File: config.mk
export PLATFORM = sky130hd
export DESIGN_NAME = hemaia_clock_divider_ctrl
export DESIGN_NICKNAME = d
export VERILOG_FILES = /design/src/rtl/hemaia_clock_divider_ctrl.sv
export SDC_FILE = /design/constraint.sdc
export NUM_CORES = 1
export LEC_CHECK = 0
export ABC_CLOCK_PERIOD_IN_PS = 2300
export BUFFER_PORTS_ARGS = -buffer_cell sky130_fd_sc_hd__buf_2
export CAP_MARGIN = 20
export CORE_ASPECT_RATIO = 1.1
export CORE_MARGIN = 8
export CORE_UTILIZATION = 53
export DETAILED_ROUTE_END_ITERATION = 7
export HOLD_SLACK_MARGIN = 0.12
export PLACE_DENSITY = 0.75
export SETUP_SLACK_MARGIN = 0.4
export SYNTH_ARGS = -nofsm -noshare
export SYNTH_HDL_FRONTEND = slang
export SYNTH_SLANG_ARGS = --single-unit
File: constraint.sdc
create_clock -name clk_i -period 2.3 [get_ports clk_i]
set_clock_uncertainty 0.1 [all_clocks]
set_input_delay 0.46 -clock clk_i [delete_from_list [all_inputs] [get_ports clk_i]]
set_output_delay 0.46 -clock clk_i [all_outputs]
set_load 0.005 [all_outputs]
File: src/rtl/hemaia_clock_divider_ctrl.sv
// hemaia_clock_divider_ctrl
//
// Initiator-side sequencer for the hemaia clock divider's divisor programming
// interface. It takes one divisor-change request at a time, pulses it to the
// divider, and holds the divisor bus stable until the divider is guaranteed to
// have sampled it. It then reports completion and mirrors the divider's
// active divisor and gated state for CSR readback. It runs in the divider's
// input clock domain.
//
// Request handshake: a request transfers on any rising clk_i edge where
// req_valid_i && req_ready_o. req_ready_o is high only while idle. A request
// presented while the controller is busy is neither accepted nor queued, so
// the requester keeps req_valid_i high until it is accepted.
//
// Ports:
//   clk_i            divider input clock
//   rst_ni           asynchronous active-low reset (shared with the divider)
//   req_valid_i      change request valid
//   req_ready_o      controller can accept a request (idle)
//   req_divisor_i    requested divisor: 0 = gate, 1 = bypass, N = divide by N
//   busy_o           change sequence in progress (ISSUE/WAIT)
//   done_o           one-cycle completion pulse
//   cur_divisor_o    divisor currently applied by the divider (never 0)
//   gated_o          divider output currently gated
//   divisor_o        to divider divisor_i
//   divisor_valid_o  to divider divisor_valid_i, single-cycle pulse
//   state_o          current FSM state (debug)
module hemaia_clock_divider_ctrl #(
  parameter int unsigned MaxDivisionWidth = 4,
  parameter int unsigned DefaultDivision  = 1,
  parameter int unsigned SettleCycles     = 4
) (
  input  logic                        clk_i,
  input  logic                        rst_ni,
  input  logic                        req_valid_i,
  output logic                        req_ready_o,
  input  logic [MaxDivisionWidth-1:0] req_divisor_i,
  output logic                        busy_o,
  output logic                        done_o,
  output logic [MaxDivisionWidth-1:0] cur_divisor_o,
  output logic                        gated_o,
  output logic [MaxDivisionWidth-1:0] divisor_o,
  output logic                        divisor_valid_o,
  output logic [1:0]                  state_o
);

  localparam int W  = MaxDivisionWidth;
  // Two extra bits hold 2*(2**W-1) + 2**W without overflow.
  localparam int CW = MaxDivisionWidth + 2;

  typedef enum logic [1:0] {
    IDLE  = 2'd0,
    ISSUE = 2'd1,
    WAIT  = 2'd2,
    DONE  = 2'd3
  } state_e;

  state_e         state_q, state_d;
  logic [W-1:0]   target_q;
  logic [W-1:0]   divisor_q;
  logic [W-1:0]   cur_q;
  logic           gated_q;
  logic [CW-1:0]  cnt_q;
  logic [CW-1:0]  settle_load;
  logic           handshake;
  logic           noop;
  logic           wait_last;

  assign handshake = req_valid_i && (state_q == IDLE);
  // Re-requesting the active divisor of a running clock needs no divider access.
  assign noop      = (req_divisor_i == cur_q) && !gated_q && (req_divisor_i != '0);
  // The divider may need up to one full old period to reach its wrap and a
  // second one to settle on the new ratio; SettleCycles adds margin on top.
  assign settle_load = {1'b0, cur_q, 1'b0} + CW'(SettleCycles);
  assign wait_last   = (cnt_q == CW'(1));

  always_comb begin
    state_d = state_q;
    case (state_q)
      IDLE:    if (handshake) state_d = noop ? DONE : ISSUE;
      ISSUE:   state_d = WAIT;
      WAIT:    if (wait_last) state_d = DONE;
      DONE:    state_d = IDLE;
      default: state_d = IDLE;
    endcase
  end

  always_ff @(posedge clk_i or negedge rst_ni) begin
    if (!rst_ni) begin
      state_q   <= IDLE;
      target_q  <= W'(DefaultDivision);
      divisor_q <= W'(DefaultDivision);
      cur_q     <= W'(DefaultDivision);
      gated_q   <= 1'b0;
      cnt_q     <= '0;
    end else begin
      state_q <= state_d;
      case (state_q)
        IDLE: begin
          if (handshake) target_q <= req_divisor_i;
        end
        ISSUE: begin
          divisor_q <= target_q;
          cnt_q     <= settle_load;
        end
        WAIT: begin
          cnt_q <= cnt_q - CW'(1);
          if (wait_last) begin
            // Gating leaves the last running divisor as the readback value.
            if (target_q != '0) begin
              cur_q   <= target_q;
              gated_q <= 1'b0;
            end else begin
              gated_q <= 1'b1;
            end
          end
        end
        default: ;
      endcase
    end
  end

  // The new divisor is presented together with the valid pulse, and the held
  // register takes over from the next cycle, so the bus only moves in ISSUE.
  assign divisor_o       = (state_q == ISSUE) ? target_q : divisor_q;
  assign divisor_valid_o = (state_q == ISSUE);
  assign req_ready_o     = (state_q == IDLE);
  assign busy_o          = (state_q == ISSUE) || (state_q == WAIT);
  assign done_o          = (state_q == DONE);
  assign cur_divisor_o   = cur_q;
  assign gated_o         = gated_q;
  assign state_o         = state_q;

endmodule

==> After elaboration in Yosys (flattened, before gate mapping) <==
Index checks and enable logic that the tools add are counted.
{ "totals": {"elab_cells": 35, "inputBits": 7, "romBits": 0, "mem_count": 0, "latch_bits": 0, "reg_bits": 21, "ram_bits": 0, "out_inout_bits": 15} }
{ "classes": {"multipliers": 0, "n_eq_ne": 7, "div_mod_pow": 0, "add_sub_neg": 2, "n_reduce_logical": 13, "magnitude_cmp": 0, "n_mux": 7, "n_bitwise": 0, "n_shift": 0} }
{ "ops": {"columns": ["operator", "count"], "rows": [
  ["one-hot mux 6 bit (2 select lines)", 1],
  ["one-hot mux 2 bit (4 select lines)", 1],
  ["nonzero test 4 bit", 2],
  ["adder 5 x 3 -> 6 bit, second input constant", 1],
  ["equality test 6 x 1 -> 1 bit, second input constant", 1],
  ["two-way mux 2 bit", 3],
  ["AND reduction 2 bit", 3],
  ["subtractor 6 x 1 -> 6 bit, second input constant", 1],
  ["equality test 2 bit, second input constant", 2],
  ["equality test 4 bit", 1],
  ["two-way mux 4 bit", 1],
  ["logical AND 1 bit", 3],
  ["AND reduction 3 bit", 1],
  ["equality test 2 x 1 -> 1 bit, second input constant", 1],
  ["logical NOT 2 bit", 1],
  ["inequality test 2 x 1 -> 1 bit, second input constant", 1],
  ["inequality test 2 bit, second input constant", 1],
  ["nonzero test 2 bit", 1],
  ["logical NOT 1 bit", 1],
  ["logical OR 1 bit", 1],
  ["two-way mux 1 bit", 1]
]} }

==> Depth between registers and ports, before layout <==
{ "depth": {"word_depth": 6, "depth_mapped": 7, "mapped_depth_nobuf": 6} }

==> Worst setup path after synthesis <==
No wires, ideal clock.
{ "synth_timing": {"kind": "register to register", "from": "register state_q[0] (netlist: state_o[0])", "to": "register cur_q[1] (netlist: cur_divisor_o[1])", "t_arrival_ns": 1.486, "n_path_buf": 1, "synth_period_minus_slack_ns": 1.711, "t_required_ns": 2.075, "stages_incl_launch_ff": 7, "slack_ns": 0.589, "setup_time_ns": 0.125, "cell_sequence": "dfrtp_1 -> inv_1 -> ha_1 -> buf_2 -> and4b_4 -> o41ai_4 -> mux2_4"} }
{ "synth_between": {"elab_chain_cells": 2} }
{ "synth_lines": {"columns": ["element", "line", "rtl"], "rows": [
  ["from (decl)", "58", "state_e state_q, state_d;"],
  ["from (signal assigned)", "97", "state_q <= state_d;"],
  ["equality test 2 bit", "98", "case (state_q)"],
  ["AND reduction 3 bit (no line)", null, null],
  ["to (signal assigned)", "93", "cur_q <= W'(DefaultDivision);"],
  ["to (signal assigned)", "111", "cur_q <= target_q;"],
  ["to (decl)", "61", "logic [W-1:0] cur_q;"]
]} }
Every way passes these cells.
A chain may end at the register's enable or synchronous reset.

==> Worst setup path in the final report <==
{ "layout_timing": {"from": "register state_q[1] (netlist: state_o[1])", "to": "output port divisor_o[0]"} }
{ "layout_between": {"elab_chain_cells": 2} }
{ "layout_lines": {"columns": ["element", "line", "rtl"], "rows": [
  ["equality test 2 x 1 -> 1 bit", "125", "assign divisor_o = (state_q == ISSUE) ? target_q : divisor_q;"],
  ["two-way mux 4 bit", null, null],
  ["to (decl)", "42", "output logic [MaxDivisionWidth-1:0] divisor_o,"]
]} }
Every way passes these cells.

==> impl_metrics.ini <==
[status]
status = completed

[timing]
min_period_over_period = 0.8530
worst_pin_slew_ns = 0.4959
whs_ns = 0.3151
slew_violations = 0
relSlewSlack = 0.6683
rsz0062_at_grt = true
timing.fmax_ghz = 0.5097
fin_setup_tns_ns = 0
hold_viol = 0
setup_violations = 0
period_needed_ns = 1.962

[drt]
routed_wl_um = 2604
drt_iter0_markers = 23
routed_via_density = 5.660
num_vias = 866
drt-wirelength-per-cell_um = 17.02
drt_pass1_iterations = 4
ant_nets = 0
drc_errors = 0

[synth]
synth_cell_types = 35
yosys_warnings = 0
synth-compound-area-share = 0.1533
syn-num-nets = 110
synthDominantCellAreaShare = 0.3943
yosys.area.top_type = dfrtp_1
synth_edf_count = 0
synth_cells = 95
synth_top_family_by_area = compound AO/OA/AOI/OAI gates
synthAdderAreaFrac = 0.08762
muxShareOfSynthArea = 0.1358
yosysSeqAreaShare = 0.4633
avgSynthCellArea_um2 = 12.02
synthSimpleGateAreaFrac = 0.1019
synthArstFlopShare = 1.000
ys_ff_latch = 21
synth.cell_area_um2 = 1142
synthFlopType = dfrtp_1
yosys-top-cells-area = dfrtp_1 (39%), ha_1 (8.8%), mux2_2 (7.9%), dfstp_2 (6.9%), mux2_4 (3.9%)
synth_xor_area_frac = 0.03067

[critical_path]
crit_path_end_kind = primary output
worstPathRequired_ns = 1.74
worstPathMaxFanout = 5
cp.arrival_ns = 1.40
crit_type = flop to primary output
start_kind = flop

[cells_and_area]
n_antenna_cell = 0
nets = 141
layout-drive-gt1-share = 0.4320
layout-area-overhead-vs-synth_pct = 24.75

[global_routing]
grt.overflow.total = 0
grt_pass1_wl_um = 4353
grt_use_total = 0.1453
grt_pass1_vias = 935
grt_max_degree = 22
antenna_found_initial = 0

[clock_network]
cts_max_path_buffers = 2
cts.clk_slew.worst_paths_ns = 0.11
root_buffer = clkbuf_4
cts_buffers = 3
cts_sinks = 21
cts_tree = done
h-tree-depth = 1
insertion_delay_ns = 0.29

[floorplan]
rows = 17
core_area_um2 = 2021
io_pins = 22
chipWidth_um = 60.27
initial_utilization = 0.5653
die_y_um = 64.69
die_area_um2 = 3899

[pwr]
p_leak_nw = 0.6633
peakVddDrop_mv = 0.9970
p_per_area_nw_per_um2 = 1560

[hold_path]
min_path_type = input port to flop

[place]
port_buffers = 21
gp_congestion = 0.7935
hpwl_um = 1851

[job]
drv_cap = 0
[Yosys cell counts, drive strengths merged, types with 2 or more instances]
cell,n
clkbuf,2
dfstp,3
dfrtp,18
o21ai,5
a22o,3
nand2,5
ha,8
xnor2,3
nor3,3
nand3,2
inv,5
mux2i,2
mux2,11
a21oi,5
nor2b,3
[metal layers]
layer,global-route usage,vias to the layer above,wire length [µm]
met1,0.1808,426,1160
li1,-,410,-
met2,0.2286,26,1251
met3,0.03550,4,152
met4,0.06567,0,40
met5,0,-,0
[area by class of cell]
type | instances | area, µm²
multi-input cells | 66 | 621.8
fillers | 150 | 595.6
flip-flops and latches | 21 | 530.5
repair buffers | 29 | 192.7
well taps | 28 | 35.03
clock buffers | 4 | 26.28
inverters | 5 | 18.77
[cells in the final DEF (no fill, tap or decap), types with 3 or more instances in the layout]
cell,instances
dfstp_2,3
a21oi_1,5
ha_1,6
mux2_2,4
inv_1,4
nand2_1,5
o21ai_0,5
nor2b_1,3
buf_4,7
buf_6,4
buf_2,17
dfrtp_1,17
clkbuf_4,3
xnor2_1,3
mux2_4,7
[power by group]
group          switching [mW]  total [mW]  internal (mW)
clock network           0.104       0.171         0.0675
logic                   0.559        1.27          0.707
registers               0.213       0.786          0.573
[state kept, by name, indices dropped and copies added, names as in the netlist]
register and flops:
target_q 4, cnt_q 6, state_o 2, cur_divisor_o 4
gated_o 1, divisor_q 4
[cell families after synthesis]
family / Yosys count
compound gates: 23
buf+inv: 8
mux: 13
simple gates: 18
flops: 21
xor+xnor: 4
fa+ha+maj: 8
[timing repair]
item | in CTS | in global routing
hold endpoints to repair | 18 | 0
setup endpoints to repair | 5 | 4
gates resized for setup | 13 | 1
buffers inserted | 5 | 1
hold buffers | 1 | 0
pin swaps | 1 | 0
[stage by stage]
step / cell area [µm²] / instances / utilization / worst slack [ns] / power, mW
after floorplan: 1142 / 95 / - / 0.5888 / 1.414
after global placement: 1277 / 142 / 0.6322 / 0.4707 / 1.719
after detailed placement: 1277 / 142 / 0.6322 / 0.4290 / 1.777
after CTS: 1411 / 152 / 0.6985 / 0.3335 / 2.184
after global routing: 1425 / 153 / 0.7053 / 0.2874 / 2.415
final: 1425 / 153 / 0.7053 / 0.3380 / 2.223
[final timing paths]
path,cells after the start,slack (ns),startpoint,endpoint
min in group asynchronous,2,0.54,rst_ni,cnt_q[4]
max in group asynchronous,2,1.22,rst_ni,cur_divisor_o[0]
hold reg to reg,1,0.41,divisor_q[3],divisor_q[3]
setup / recovery,4,0.34,state_o[1],divisor_o[0]
hold / removal,2,0.32,req_divisor_i[3],target_q[3]
setup reg to reg,5,0.54,state_o[0],cur_divisor_o[1]
[critical path: stages (launching register included)]
cell and delay (ns):
dfrtp_1 0.41, inv_2 0.08, ha_4 0.18, mux2_4 0.32, buf_6 0.12
Power figures use the tool's default switching activity.
